[src/rtl/imem_dmem_arbiter_pkg.sv]
`default_nettype none
// ============================================================================
//  Module   : imem_dmem_arbiter_pkg
//  Purpose  : Shared encodings for the instruction/data memory arbiter.
//             The FSM state and grant-select encodings are also used by the
//             core's hazard/stall logic.
//  Revision : 1.0 - initial release
// ============================================================================
package imem_dmem_arbiter_pkg;

    // Arbiter FSM states.
    typedef enum logic [1:0] {
        ARB_IDLE   = 2'd0,
        ARB_WAIT_D = 2'd1,
        ARB_WAIT_I = 2'd2
    } arb_state_e;

    // Which requester owns the memory port in the issue cycle.
    typedef enum logic [0:0] {
        ARB_SEL_D = 1'b0,
        ARB_SEL_I = 1'b1
    } arb_sel_e;

endpackage : imem_dmem_arbiter_pkg
`default_nettype wire

[src/rtl/imem_dmem_arbiter_starve_ctr.sv]
`default_nettype none
// ============================================================================
//  Module   : arb_starve_ctr
//  Purpose  : Counts consecutive data grants taken while a fetch was waiting
//             and raises a fetch-priority override once the count saturates.
//             Instantiated by the arbiter only when ARB_STARVE_GUARD_EN is set.
//  Revision : 1.0 - initial release
// ============================================================================
module arb_starve_ctr #(
    parameter int STARVE_LIMIT = 4
) (
    input  logic clk,
    input  logic rst,
    input  logic data_acc_i,    // data grant accepted by memory this cycle
    input  logic fetch_acc_i,   // fetch grant accepted by memory this cycle
    input  logic fetch_wait_i,  // if_req & ~flush
    input  logic if_req_i,
    output logic fetch_prio_o
);
    localparam int              CNT_W   = $clog2(STARVE_LIMIT + 1);
    localparam logic [CNT_W-1:0] C_LIMIT = CNT_W'(STARVE_LIMIT);

    logic [CNT_W-1:0] cnt_q;
    logic [CNT_W-1:0] cnt_d;

    // Next count: clear when fetch is served or stops asking, else saturate-increment.
    always_comb begin
        cnt_d = cnt_q;
        if (fetch_acc_i || !if_req_i) begin
            cnt_d = '0;
        end else if (data_acc_i && fetch_wait_i && (cnt_q != C_LIMIT)) begin
            cnt_d = cnt_q + 1'b1;
        end
    end

    // Counter register.
    always_ff @(posedge clk) begin
        if (rst) begin
            cnt_q <= '0;
        end else begin
            cnt_q <= cnt_d;
        end
    end

    assign fetch_prio_o = (cnt_q == C_LIMIT);

endmodule : arb_starve_ctr
`default_nettype wire

[src/rtl/imem_dmem_arbiter.sv]
`default_nettype none
// ============================================================================
//  Module   : imem_dmem_arbiter
//  Purpose  : Shares one single-ported variable-latency memory port between
//             instruction fetch and the load/store stage. One transaction in
//             flight, data has priority, flushed fetch responses are dropped.
//  Options  : ARB_STARVE_GUARD_EN - lets a waiting fetch win after
//             STARVE_LIMIT consecutive data grants.
//  Revision : 1.0 - initial release
// ============================================================================
module imem_dmem_arbiter
    import imem_dmem_arbiter_pkg::*;
#(
    parameter int ADDR_W       = 32,
    parameter int DATA_W       = 32,
    parameter int STARVE_LIMIT = 4
) (
    input  logic                clk,
    input  logic                rst,
    // fetch side
    input  logic                if_req,
    input  logic [ADDR_W-1:0]   if_addr,
    input  logic                flush,
    output logic                if_rvalid,
    output logic [DATA_W-1:0]   if_rdata,
    output logic                if_busy,
    // data side
    input  logic                d_req,
    input  logic [DATA_W/8-1:0] d_we,
    input  logic [ADDR_W-1:0]   d_addr,
    input  logic [DATA_W-1:0]   d_wdata,
    output logic                d_ack,
    output logic [DATA_W-1:0]   d_rdata,
    output logic                d_busy,
    // memory port
    output logic                mem_req,
    output logic [ADDR_W-1:0]   mem_addr,
    output logic [DATA_W/8-1:0] mem_we,
    output logic [DATA_W-1:0]   mem_wdata,
    input  logic                mem_ready,
    input  logic                mem_rvalid,
    input  logic [DATA_W-1:0]   mem_rdata
);
    localparam int BE_W = DATA_W / 8;

    arb_state_e state_q, state_d;
    logic       kill_q,  kill_d;

    logic       w_fetch_ok;
    logic       w_fetch_prio;
    logic       w_accept;
    arb_sel_e   w_sel;

    assign w_fetch_ok = if_req && !flush;

`ifdef ARB_STARVE_GUARD_EN
    logic w_data_acc;
    logic w_fetch_acc;

    assign w_data_acc  = w_accept && (w_sel == ARB_SEL_D);
    assign w_fetch_acc = w_accept && (w_sel == ARB_SEL_I);

    arb_starve_ctr #(
        .STARVE_LIMIT (STARVE_LIMIT)
    ) u_starve_ctr (
        .clk          (clk),
        .rst          (rst),
        .data_acc_i   (w_data_acc),
        .fetch_acc_i  (w_fetch_acc),
        .fetch_wait_i (w_fetch_ok),
        .if_req_i     (if_req),
        .fetch_prio_o (w_fetch_prio)
    );
`else
    assign w_fetch_prio = 1'b0;
`endif

    // Grant select: data first unless no data request or the starve guard overrides.
    always_comb begin
        w_sel = ARB_SEL_D;
        if (w_fetch_ok && (!d_req || w_fetch_prio)) begin
            w_sel = ARB_SEL_I;
        end
    end

    // Port mux; only the IDLE state may request.
    assign mem_req   = (state_q == ARB_IDLE) && (d_req || w_fetch_ok);
    assign mem_addr  = (w_sel == ARB_SEL_I) ? if_addr : d_addr;
    assign mem_we    = (w_sel == ARB_SEL_I) ? {BE_W{1'b0}} : d_we;
    assign mem_wdata = d_wdata;
    assign w_accept  = mem_req && mem_ready;

    // Read data is passed straight through; the strobes qualify it.
    assign if_rdata = mem_rdata;
    assign d_rdata  = mem_rdata;

    // Next-state and completion strobes.
    always_comb begin
        state_d   = state_q;
        kill_d    = kill_q;
        if_rvalid = 1'b0;
        d_ack     = 1'b0;
        unique case (state_q)
            ARB_IDLE: begin
                if (w_accept) begin
                    if (w_sel == ARB_SEL_I) begin
                        state_d = ARB_WAIT_I;
                        kill_d  = flush;
                    end else if (d_we != {BE_W{1'b0}}) begin
                        d_ack = 1'b1;          // writes complete on acceptance
                    end else begin
                        state_d = ARB_WAIT_D;
                    end
                end
            end
            ARB_WAIT_D: begin
                if (mem_rvalid) begin
                    d_ack   = 1'b1;
                    state_d = ARB_IDLE;
                end
            end
            ARB_WAIT_I: begin
                if (flush) begin
                    kill_d = 1'b1;
                end
                if (mem_rvalid) begin
                    if_rvalid = !kill_q && !flush;
                    state_d   = ARB_IDLE;
                    kill_d    = 1'b0;
                end
            end
            default: begin
                state_d = ARB_IDLE;
                kill_d  = 1'b0;
            end
        endcase
    end

    // State and kill registers.
    always_ff @(posedge clk) begin
        if (rst) begin
            state_q <= ARB_IDLE;
            kill_q  <= 1'b0;
        end else begin
            state_q <= state_d;
            kill_q  <= kill_d;
        end
    end

    assign if_busy = if_req && !if_rvalid;
    assign d_busy  = d_req && !d_ack;

endmodule : imem_dmem_arbiter
`default_nettype wire
[config.mk]
export PLATFORM = sky130hd
export DESIGN_NAME = imem_dmem_arbiter
export DESIGN_NICKNAME = d
export VERILOG_FILES = /design/src/rtl/imem_dmem_arbiter_pkg.sv /design/src/rtl/imem_dmem_arbiter_starve_ctr.sv /design/src/rtl/imem_dmem_arbiter.sv
export SDC_FILE = /design/constraint.sdc
export NUM_CORES = 1
export LEC_CHECK = 0
export CORE_AREA = 2 2 107 109
export CTS_BUF_LIST = sky130_fd_sc_hd__clkbuf_4 sky130_fd_sc_hd__clkbuf_8
export CTS_CLUSTER_SIZE = 20
export DETAILED_ROUTE_END_ITERATION = 8
export DIE_AREA = 0 0 109 111
export GPL_TIMING_DRIVEN = 0
export PLACE_DENSITY = 0.56
export SYNTH_ARGS = -nofsm -noshare
export SYNTH_HDL_FRONTEND = slang
export SYNTH_SLANG_ARGS = --single-unit
[constraint.sdc]
create_clock -name clk -period 1.5 [get_ports clk]
set_input_delay 0.225 -clock clk [delete_from_list [all_inputs] [get_ports clk]]
set_output_delay 0.225 -clock clk [all_outputs]
set_load 0.02 [all_outputs]
== Yosys cells after proc, flatten, opt, wreduce, memory -nomap -nowiden ==
Index checks and enable logic that the tools add are counted.

* Bits in registers: 3

* Bitwise gates (word level): 1
* Equality and inequality tests: 7
* Muxes and demuxes: 20
* Reduce and logical (&&, ||, !) cells: 18

{| class="wikitable"
|+ Operators with widths
! kind !! count
|-
| two-way mux 32 bit || 1
|-
| two-way mux 1 bit || 11
|-
| two-way mux 2 bit || 4
|-
| logical AND 1 bit || 7
|-
| inequality test 3 bit (second input constant) || 2
|-
| zero test 1 bit || 5
|-
| two-way mux 4 bit || 1
|-
| inequality test 2 bit (second input constant) || 2
|-
| one-hot mux 2 bit (2 select lines) || 1
|-
| AND reduction 4 bit || 1
|-
| nonzero test 4 bit || 1
|-
| one-hot mux 1 bit (3 select lines) || 1
|-
| AND reduction 3 bit || 1
|-
| == test 2 x 1 -> 1 bit (second input constant) || 1
|-
| == test 2 bit (second input constant) || 1
|-
| zero test 2 bit || 1
|-
| inequality test 2 x 1 -> 1 bit (second input constant) || 1
|-
| one-hot mux 1 bit (2 select lines) || 1
|-
| OR reduction 2 bit || 1
|-
| logical OR 1 bit || 1
|-
| NOT 1 bit || 1
|}

== Depth between registers and ports, before layout ==
Gate-level depths: netlist of the first run.

* Word-level depth: 9
* Mapped depth: 7
* Depth with buffers taken out: 6

== Worst setup path before layout of the first run ==
Ideal clock, no wire load.

* Path kind: register to register
* Start point: reg state_q[0]
* End point: reg state_q[0]
* Path slack: -163 ps
* Arrival: 1,577 ps
* Path buffers: 1
* Stages on the path, launching flop included: 8
* Library setup time: 86 ps
* Required time: 1,414 ps
* Cell sequence: dfxtp_1 inv_1 ha_1 buf_4 nor2b_4 a222oi_1 a21oi_1 a211oi_1

* Word-level cells in the longest chain between the ends: 5
* Elaborated cells on any way between the ends: 11
* Classes of those cells: 5 x eq/ne; 1 x mux; 5 x reduce/logical

{| class="wikitable"
|+ RTL lines
! what !! RTL line !! RTL
|-
| start: declaration || imem_dmem_arbiter.sv:46 || <nowiki>arb_state_e state_q, state_d;</nowiki>
|-
| start signal: assignment || imem_dmem_arbiter.sv:145 || <nowiki>state_q <= state_d;</nowiki>
|-
| zero test 2 bit || imem_dmem_arbiter.sv:87, imem_dmem_arbiter.sv:103 ||
|-
| logical AND 1 bit || imem_dmem_arbiter.sv:87 || <nowiki>assign mem_req = (state_q == ARB_IDLE) && (d_req || w_fetch_ok);</nowiki>
|-
| logical AND 1 bit || imem_dmem_arbiter.sv:91 || <nowiki>assign w_accept = mem_req && mem_ready;</nowiki>
|-
| inequality test 2 bit (no line) || -- ||
|-
| AND reduction 3 bit (no line) || -- ||
|}

Several ways; a longest one is shown, not always the timed one.
A chain may end at the register's enable or synchronous reset.

== Final worst setup path of the first run ==
* Start point: in flush
* End point: out mem_addr[1]

* Word-level cells in the longest chain between the ends: 5

{| class="wikitable"
|+ RTL lines
! what !! RTL line !! RTL
|-
| start: declaration || imem_dmem_arbiter.sv:23 || <nowiki>input logic flush,</nowiki>
|-
| zero test 1 bit || imem_dmem_arbiter.sv:54 || <nowiki>assign w_fetch_ok = if_req && !flush;</nowiki>
|-
| logical AND 1 bit || imem_dmem_arbiter.sv:54 ||
|-
| logical AND 1 bit || imem_dmem_arbiter.sv:81 || <nowiki>if (w_fetch_ok && (!d_req || w_fetch_prio)) begin</nowiki>
|-
| two-way mux 1 bit || imem_dmem_arbiter.sv:81 ||
|-
| two-way mux 32 bit || imem_dmem_arbiter.sv:88 || <nowiki>assign mem_addr = (w_sel == ARB_SEL_I) ? if_addr : d_addr;</nowiki>
|-
| end: declaration || imem_dmem_arbiter.sv:37 || <nowiki>output logic [ADDR_W-1:0] mem_addr,</nowiki>
|}

No other way between the ends.

==> results.py, run 1 <==
metrics = {
    "outcome": {
        "status": "finished with violations",
        "violations": "negative setup slack",
    },
    "route": {
        "drc": 0,
        "routed.top_layer": "met4",
        "wl_met2_um": 3930,
        "wirelength_um": 6900,
        "ant_nets": 0,
        "detail_route.wl_per_cell_um": 12.6,
        "dr.first_iter.drc_count": 20,
        "wl_met1_um": 2320,
        "dr.pass1.iters": 3,
        "vias": 1934,
        "route.met3.wl_um": 626,
        "vias_per_cell": 3.52,
    },
    "placed_design": {
        "hpwlAfterDp_um": 5750,
        "portBuffers": 211,
        "gp_congestion": 0.744,
    },
    "critical_path": {
        "start_kind": "input port",
        "max_stage_delay_ns": 0.31,
        "path_cells": "buf_8 > nand2b_4 > nor2_4 > buf_12 > buf_12 > mux2_4 > buf_6",
        "r2r_slack_ns": 0.01,
        "critPathMostFrequentCell": "buf_12",
        "reg2reg_to": "state_q[1]",
        "endpoint_kind": "output pin",
        "startpoint": "flush",
        "slowest_stage": "mux2_4",
        "cp-endpoint": "mem_addr[1]",
        "cp_max_fo": 7,
        "arrival_ns": 1.30,
        "crit_type": "in2out",
        "critPathRequiredTime_ns": 1.27,
        "reg2reg_from": "state_q[1]",
        "reg2reg_depth": 7,
    },
    "clock_tree": {
        "cts_max_path_buffers": 2,
        "cts-root-buf": "clkbuf_8",
        "cts.htree.levels": 1,
        "numCtsBuffers": 3,
        "cts_tree": "yes",
        "clk_pin_slew_worst_paths_ns": 0.03,
        "clock-sinks": 3,
        "clock_latency_ns": 0.22,
        "cts-hold-fix-buffers": 0,
    },
    "synthesis": {
        "synth.area.mux_share_pct": 25.0,
        "ys_seq_elements": 3,
        "yosysTopAreaCellShare_pct": 50.5,
        "syn-num-nets": 319,
        "synth-compound-area-share_pct": 5.90,
        "synthSimpleGateAreaFrac_pct": 9.28,
        "yosysUniqueCellTypes": 29,
        "syn_avg_cell_area_sq_um": 8.15,
        "synthXorXnorAreaFrac_pct": 0,
        "netlist_area_sq_um": 1440,
        "synth_area_leaders": "buf_4 50%, mux2_2 25%, dfxtp_1 4.2%",
        "syn_inst": 177,
        "ys_seq_area_share_pct": 4.16,
        "yosysTopAreaCell": "buf_4",
        "ys_warn_count": 0,
        "synth_top_family_by_area": "buffers and inverters",
        "synthAdderAreaFrac_pct": 2.60,
    },
    "run": {
        "cap_violations": 0,
    },
    "die": {
        "die-area_sq_um": 12100,
        "die_h_um": 111,
        "rows": 39,
        "start_util_pct": 13.0,
        "coreArea_sq_um": 11100,
        "io_pins": 276,
        "die_w_um": 109,
    },
    "timing": {
        "hold_viol": 0,
        "finalCritPeriodShare_pct": 102,
        "fmax_mhz": 655,
        "setup_ws_ns": -0.0263,
        "slew_headroom_pct": 54.6,
        "finalCriticalPeriod_ns": 1.53,
        "maxSlewViolCount": 0,
        "fin_tns_setup_ns": -0.442,
        "grt_setup_unrepaired": "true",
        "setup_viol": 33,
        "worst_pin_slew_ns": 0.675,
        "finalClockSkew_ns": 0.00171,
    },
    "finish": {
        "diodes": 0,
        "synthToLayoutAreaGrowth_pct": 189,
        "fin_util_pct": 37.6,
        "fin_nets": 549,
        "drive_above_1_share_pct": 53.2,
    },
    "power": {
        "p_leak_uw": 0.00191,
        "ir_worst_vdd_uv": 195,
        "p_per_area_nw_per_um2": 407,
    },
    "global_route": {
        "antenna_found_initial": 0,
        "overflow": 0,
        "grt_pass1_wl_um": 9830,
        "grt_max_degree": 9,
        "first_global_vias": 2059,
        "grtUsageTotal_pct": 10.2,
    },
    "worst_hold_path": {
        "hp-class": "in2reg",
    },
}
==> timing repair <==
item                                    4_1_cts  5_1_grt
resized for setup                           318       12
endpoints found under the setup margin       44       43
pin swaps                                     7        3
buffers inserted                             12        1
cloned                                        3        0
==> power breakdown <==
part           switching (uW)  leakage [uW]  internal (uW)
clock                    60.9     0.0000262            200
combinational             521       0.00186            828
sequential               1.69     0.0000253           83.3
==> per-layer routing <==
| metal | track usage, % | up-vias |
|---|---|---|
| met5 | 0 | - |
| met4 | 1.54 | 0 |
| met3 | 1.88 | 2 |
| met2 | 21.1 | 127 |
| met1 | 10.4 | 858 |
| li1 | - | 947 |
==> cells in the final DEF (no fill, tap or decap), types with 2 or more instances in the layout <==
cell and n:
nor2b_4 3, buf_2 5, dlygate4sd2_1 2, buf_8 5
clkdlybuf4s50_1 162, clkbuf_8 3, inv_1 4, clkbuf_4 2
buf_12 2, inv_2 2, nor2b_1 3, buf_4 111
dfxtp_2 2, nand2_1 4, buf_6 35, mux2_4 32
==> how the worst min path moves through the flow <==
| stage | start | to | slack, ns | cells past startpoint |
|---|---|---|---|---|
| 6_report | d_we[3] | state_q[0] | 0.43 | 4 |
| 5_1_grt | d_we[3] | state_q[0] | 0.46 | 4 |
| 4_1_cts | d_we[3] | state_q[0] | 0.40 | 4 |
| 3_5_place_dp | kill_q | kill_q | 0.50 | 2 |
| 3_3_place_gp | kill_q | kill_q | 0.47 | 2 |
| 2_1_floorplan | rst | state_q[0] | 0.30 | 1 |
==> flip-flops by register name (all words and copies together), names as in the netlist <==
| register | count |
|---|---|
| kill_q | 1 |
| state_q | 2 |
==> synthesized netlist by cell type, drive strengths merged <==
master  instances
nand4           1
buf           100
a222oi          1
nand3           1
o21ai           2
a211oi          1
a31oi           1
a21oi           2
nor3            1
nor2            2
mux2           32
a21boi          1
ha              3
or4             1
o21a            1
or4b            1
dfxtp           3
inv             6
nor4            1
o31a            1
nand2b          2
nor2b           6
o311ai          1
o31ai           1
nand2           5
==> area by class of cell <==
class                      instances  area (sq um)
fill                            1124          6910
inverter                           6          22.5
clock buffer                       4          48.8
tap                              143           179
multi-input combinational         68           806
buffer                            99           766
timing repair buffer             226          2290
sequential                         3          62.6
==> critical path, delay by kind of cell <==
family | cells | cell delay (ns)
buffers and inverters | 4 | 0.51
AND/OR/NAND/NOR | 2 | 0.24
multiplexers | 1 | 0.31
==> metrics by stage <==
| step | setup WS [ns] | cell area, sq um | cells | hold slack (ns) | total power (uW) |
|---|---|---|---|---|---|
| after floorplan | -0.00567 | 1470 | 177 | 0.296 | 690 |
| after global placement | -1.22 | 3760 | 531 | 0.475 | 1310 |
| after detailed placement | -1.22 | 3760 | 531 | 0.495 | 1320 |
| after CTS | -0.0670 | 4150 | 549 | 0.402 | 1700 |
| after global routing | -0.0779 | 4170 | 549 | 0.461 | 1770 |
| final | -0.0263 | 4170 | 549 | 0.426 | 1700 |
==> kinds of logic after synthesis <==
family / Yosys count
buffers and inverters: 106
muxes: 32
and+or+nand+nor: 21
AOI/OAI and AO/OA: 12
adders and majority gates: 3
DFF: 3
(Power assumes the default switching activity.)
==> run 2: changes to the inputs <==
Clock period 1.5 ns to 1.2 ns, I/O delays scaled along.
==> results.py, run 2 (synthesis results as in run 1) <==
metrics = {
    "outcome": {
        "status": "finished with violations",
        "violations": "negative setup slack",
    },
    "run": {
        "cap_violations": 0,
    },
    "timing": {
        "hold_viol": 0,
        "maxSlewViolCount": 0,
        "setup_viol": 43,
        "finalClockSkew_ns": 0.00169,
        "fmax_mhz": 660,
        "setup_ws_ns": -0.314,
        "slew_headroom_pct": 61.5,
        "worst_pin_slew_ns": 0.572,
        "finalCriticalPeriod_ns": 1.51,
        "fin_tns_setup_ns": -9.32,
        "finalCritPeriodShare_pct": 126,
        "whs_ns": 0.370,
        "grt_setup_unrepaired": "true",
    },
    "finish": {
        "fin_nets": 555,
        "largest_reg_flops": 2,
        "synthToLayoutAreaGrowth_pct": 196,
        "drive_above_1_share_pct": 54.6,
        "stdcell_count": 555,
        "regMostFlops": "state_q",
        "final_cell_mix": "162 x clkdlybuf4s50_1, 108 x buf_4, 47 x buf_6",
        "top_regs": "state_q: 2 flops, kill_q: 1 flops",
        "diodes": 0,
        "layout_commonest_cell": "clkdlybuf4s50_1",
    },
    "die": {
        "die_h_um": 111,
        "rows": 39,
        "start_util_pct": 13.0,
        "coreArea_sq_um": 11100,
        "die_w_um": 109,
        "die-area_sq_um": 12100,
        "io_pins": 276,
    },
    "critical_path": {
        "crit_type": "in2out",
        "critPathRequiredTime_ns": 1.02,
        "arrival_ns": 1.33,
        "start_kind": "input port",
        "cp_max_fo": 5,
        "endpoint_kind": "output pin",
    },
    "route": {
        "wl_met2_um": 4160,
        "dr.pass1.iters": 4,
        "vias": 2004,
        "wl_met1_um": 2050,
        "drc": 0,
        "route.met3.wl_um": 948,
        "vias_per_cell": 3.61,
        "routed.top_layer": "met4",
        "detail_route.wl_per_cell_um": 13.0,
        "wirelength_um": 7210,
        "ant_nets": 0,
        "dr.first_iter.drc_count": 41,
    },
    "clock_tree": {
        "clk_pin_slew_worst_paths_ns": 0.03,
        "cts_tree": "yes",
        "cts.htree.levels": 1,
        "clock-sinks": 3,
        "cts_max_path_buffers": 2,
        "numCtsBuffers": 3,
        "cts-root-buf": "clkbuf_8",
        "clock_latency_ns": 0.21,
    },
    "power": {
        "p_per_area_nw_per_um2": 499,
        "power.total_uw": 2130,
        "p_leak_uw": 0.00196,
        "ir_worst_vdd_uv": 264,
    },
    "worst_hold_path": {
        "hp-class": "in2reg",
    },
    "placed_design": {
        "dp_cells": 531,
        "hpwlAfterDp_um": 5990,
        "portBuffers": 211,
        "gp_congestion": 0.663,
        "dp_slack_ns": -1.33,
    },
    "global_route": {
        "grt_max_degree": 11,
        "first_global_vias": 1989,
        "grt_pass1_wl_um": 9940,
        "overflow": 0,
        "grtUsageTotal_pct": 10.6,
        "antenna_found_initial": 0,
    },
}
run 2: cell type report:
| cell class | instances | area [sq um] |
|---|---|---|
| fill | 1071 | 6810 |
| timing repair buffer | 233 | 2370 |
| multi-input combinational | 68 | 825 |
| buffer | 98 | 761 |
| tap | 143 | 179 |
| sequential | 3 | 62.6 |
| clock buffer | 4 | 48.8 |
| inverter | 6 | 22.5 |
run 2: path summary, 6_finish.rpt:
path         depth (start not counted)           to       start  slack [ns]
min                                  4   state_q[0]     d_we[3]        0.37
min reg2reg                          2       kill_q      kill_q        0.51
max reg2reg                          7   state_q[1]  state_q[1]       -0.23
max                                  8  mem_addr[0]       flush       -0.31
run 2: stage by stage:
step	utilization, %	area (sq um)
6_report	38.5	4270
5_1_grt	38.5	4270
4_1_cts	38.5	4270
3_5_place_dp	35.1	3890
3_3_place_gp	35.1	3890
2_1_floorplan	-	1600
run 2: report_power, final:
group          internal [uW]  switching (uW)  total (uW)
registers                104            2.65         107
clock network            249            63.6         312
logic                   1050             660        1710
total                   1410             726        2130
run 2: per-layer routing:
layer	vias to the layer above	global-route usage [%]
met4	0	1.79
met5	-	0
met2	136	22.4
met3	6	3.82
met1	903	8.94
li1	959	-
run 2: worst max-delay path: stages:
cell      delay (ns)
buf_8           0.09
nand2b_4        0.14
nor2_4          0.12
buf_12          0.14
buf_12          0.11
buf_4           0.12
mux2_4          0.30
buf_6           0.13
run 2: repair_timing:
item,4_1_cts,5_1_grt
pin swaps,9,7
gates cloned,3,0
resized for setup,293,22
hold buffers,0,0
setup buffers,18,5
endpoints found under the setup margin,44,44
==> run 3: changes to the inputs <==
Settings changed: REMOVE_ABC_BUFFERS set to 1.
==> results.py, run 3 (synthesis results as in run 1) <==
metrics = {
    "critical_path": {
        "endpoint_kind": "output pin",
        "cp-endpoint": "mem_addr[13]",
        "reg2reg_from": "state_q[0]",
        "cp_max_fo": 5,
        "slowest_stage": "mux2_4",
        "critPathMostFrequentCell": "buf_6",
        "r2r_slack_ns": -0.40,
        "crit_type": "in2out",
        "critPathRequiredTime_ns": 1.02,
        "arrival_ns": 1.44,
        "path_cells": "buf_6 > nand2b_4 > nor2_4 > buf_6 > buf_12 > buf_12 > buf_16 > mux2_4 > buf_6",
        "startpoint": "flush",
        "max_stage_delay_ns": 0.31,
        "reg2reg_to": "kill_q",
        "reg2reg_depth": 8,
        "start_kind": "input port",
    },
    "timing": {
        "setup_ws_ns": -0.421,
        "fmax_mhz": 617,
        "fin_tns_setup_ns": -14.37,
        "hold_viol": 0,
        "finalClockSkew_ns": 0.0101,
        "worst_pin_slew_ns": 0.501,
        "finalCriticalPeriod_ns": 1.62,
        "slew_headroom_pct": 66.3,
        "maxSlewViolCount": 0,
        "finalCritPeriodShare_pct": 135,
        "grt_setup_unrepaired": "true",
        "setup_viol": 44,
    },
    "route": {
        "detail_route.wl_per_cell_um": 31.8,
        "drc": 0,
        "ant_nets": 0,
        "vias_per_cell": 4.18,
        "dr.first_iter.drc_count": 66,
        "wirelength_um": 11800,
        "vias": 1549,
        "dr.pass1.iters": 4,
    },
    "global_route": {
        "antenna_found_initial": 0,
        "grt_max_degree": 9,
        "first_global_vias": 1650,
        "grtUsageTotal_pct": 18.3,
        "overflow": 0,
        "grt_pass1_wl_um": 14600,
    },
    "outcome": {
        "status": "finished with violations",
        "violations": "negative setup slack",
    },
    "die": {
        "die_w_um": 109,
        "die_h_um": 111,
        "start_util_pct": 13.0,
        "die-area_sq_um": 12100,
        "io_pins": 276,
        "coreArea_sq_um": 11100,
        "rows": 39,
    },
    "finish": {
        "drive_above_1_share_pct": 60.1,
        "final_cell_area_sq_um": 2800,
        "regMostFlops": "state_q",
        "largest_reg_flops": 2,
        "diodes": 0,
        "final_cell_mix": "66 x clkdlybuf4s50_1, 52 x buf_6, 31 x mux2_4",
        "fin_util_pct": 25.2,
        "top_regs": "state_q: 2 flops, kill_q: 1 flops",
        "synthToLayoutAreaGrowth_pct": 93.8,
        "stdcell_count": 371,
        "layout_commonest_cell": "clkdlybuf4s50_1",
        "fin_nets": 371,
    },
    "clock_tree": {
        "clock_latency_ns": 0.23,
        "clk_pin_slew_worst_paths_ns": 0.03,
        "cts-hold-fix-buffers": 0,
        "cts-root-buf": "clkbuf_8",
        "cts.htree.levels": 1,
        "numCtsBuffers": 3,
        "cts_max_path_buffers": 2,
        "clock-sinks": 3,
        "cts_tree": "yes",
    },
    "placed_design": {
        "portBuffers": 115,
        "gp_congestion": 0.827,
        "dp_cells": 336,
        "hpwlAfterDp_um": 9500,
        "placed_cell_area_sq_um": 2050,
    },
    "run": {
        "cap_violations": 0,
    },
    "power": {
        "p_leak_uw": 0.00122,
        "ir_worst_vdd_uv": 252,
        "p_per_area_nw_per_um2": 514,
    },
    "worst_hold_path": {
        "hp-class": "in2reg",
    },
}
-- run 3: report_power, final --
group	internal, uW	total (uW)	switching (uW)
sequential	104	107	3.04
combinational	628	988	361
clock	251	341	90.0
-- run 3: per-stage QoR --
| step | hold slack, ns | worst slack (ns) | total power [uW] |
|---|---|---|---|
| 2_1_floorplan | 0.253 | -0.711 | 385 |
| 3_3_place_gp | 0.361 | -2.33 | 839 |
| 3_5_place_dp | 0.361 | -1.25 | 849 |
| 4_1_cts | 0.361 | -0.556 | 1330 |
| 5_1_grt | 0.360 | -0.469 | 1500 |
| 6_report | 0.358 | -0.421 | 1440 |
-- run 3: final cells by class --
class / count / area (sq um)
inverters: 6 / 22.5
clock buffers: 4 / 48.8
repair buffers: 147 / 1610
multi-input cells: 68 / 870
flip-flops and latches: 3 / 62.6
fillers: 1149 / 8280
well taps: 143 / 179
-- run 3: how the worst min path moves through the flow --
stage | slack [ns] | cells past startpoint | to | startpoint
after floorplan | 0.25 | 1 | state_q[0] | rst
after global placement | 0.36 | 0 | if_rdata[14] | mem_rdata[14]
after detailed placement | 0.36 | 0 | if_rdata[14] | mem_rdata[14]
after CTS | 0.36 | 0 | if_rdata[14] | mem_rdata[14]
after global routing | 0.36 | 0 | if_rdata[25] | mem_rdata[25]
final | 0.36 | 4 | state_q[0] | d_we[3]
-- run 3: repair_timing --
action	4_1_cts	5_1_grt
cloned	5	0
endpoints found under the setup margin	44	44
pin swaps	9	10
resized for setup	295	72
setup buffers	28	7
-- run 3: metal layers --
metal | share of wire (%) | vias up | GRT usage (%)
li1 | - | 595 | -
met1 | 28 | 685 | 16.1
met2 | 40 | 258 | 24.9
met3 | 31 | 11 | 25.9
met4 | 0.74 | 0 | 2.14
met5 | 0 | - | 1.34
-- run 3: worst max-delay path, delay by kind of cell --
family | cells | cell delay, ns
buf+inv | 6 | 0.68
mux | 1 | 0.31
simple gates | 2 | 0.27
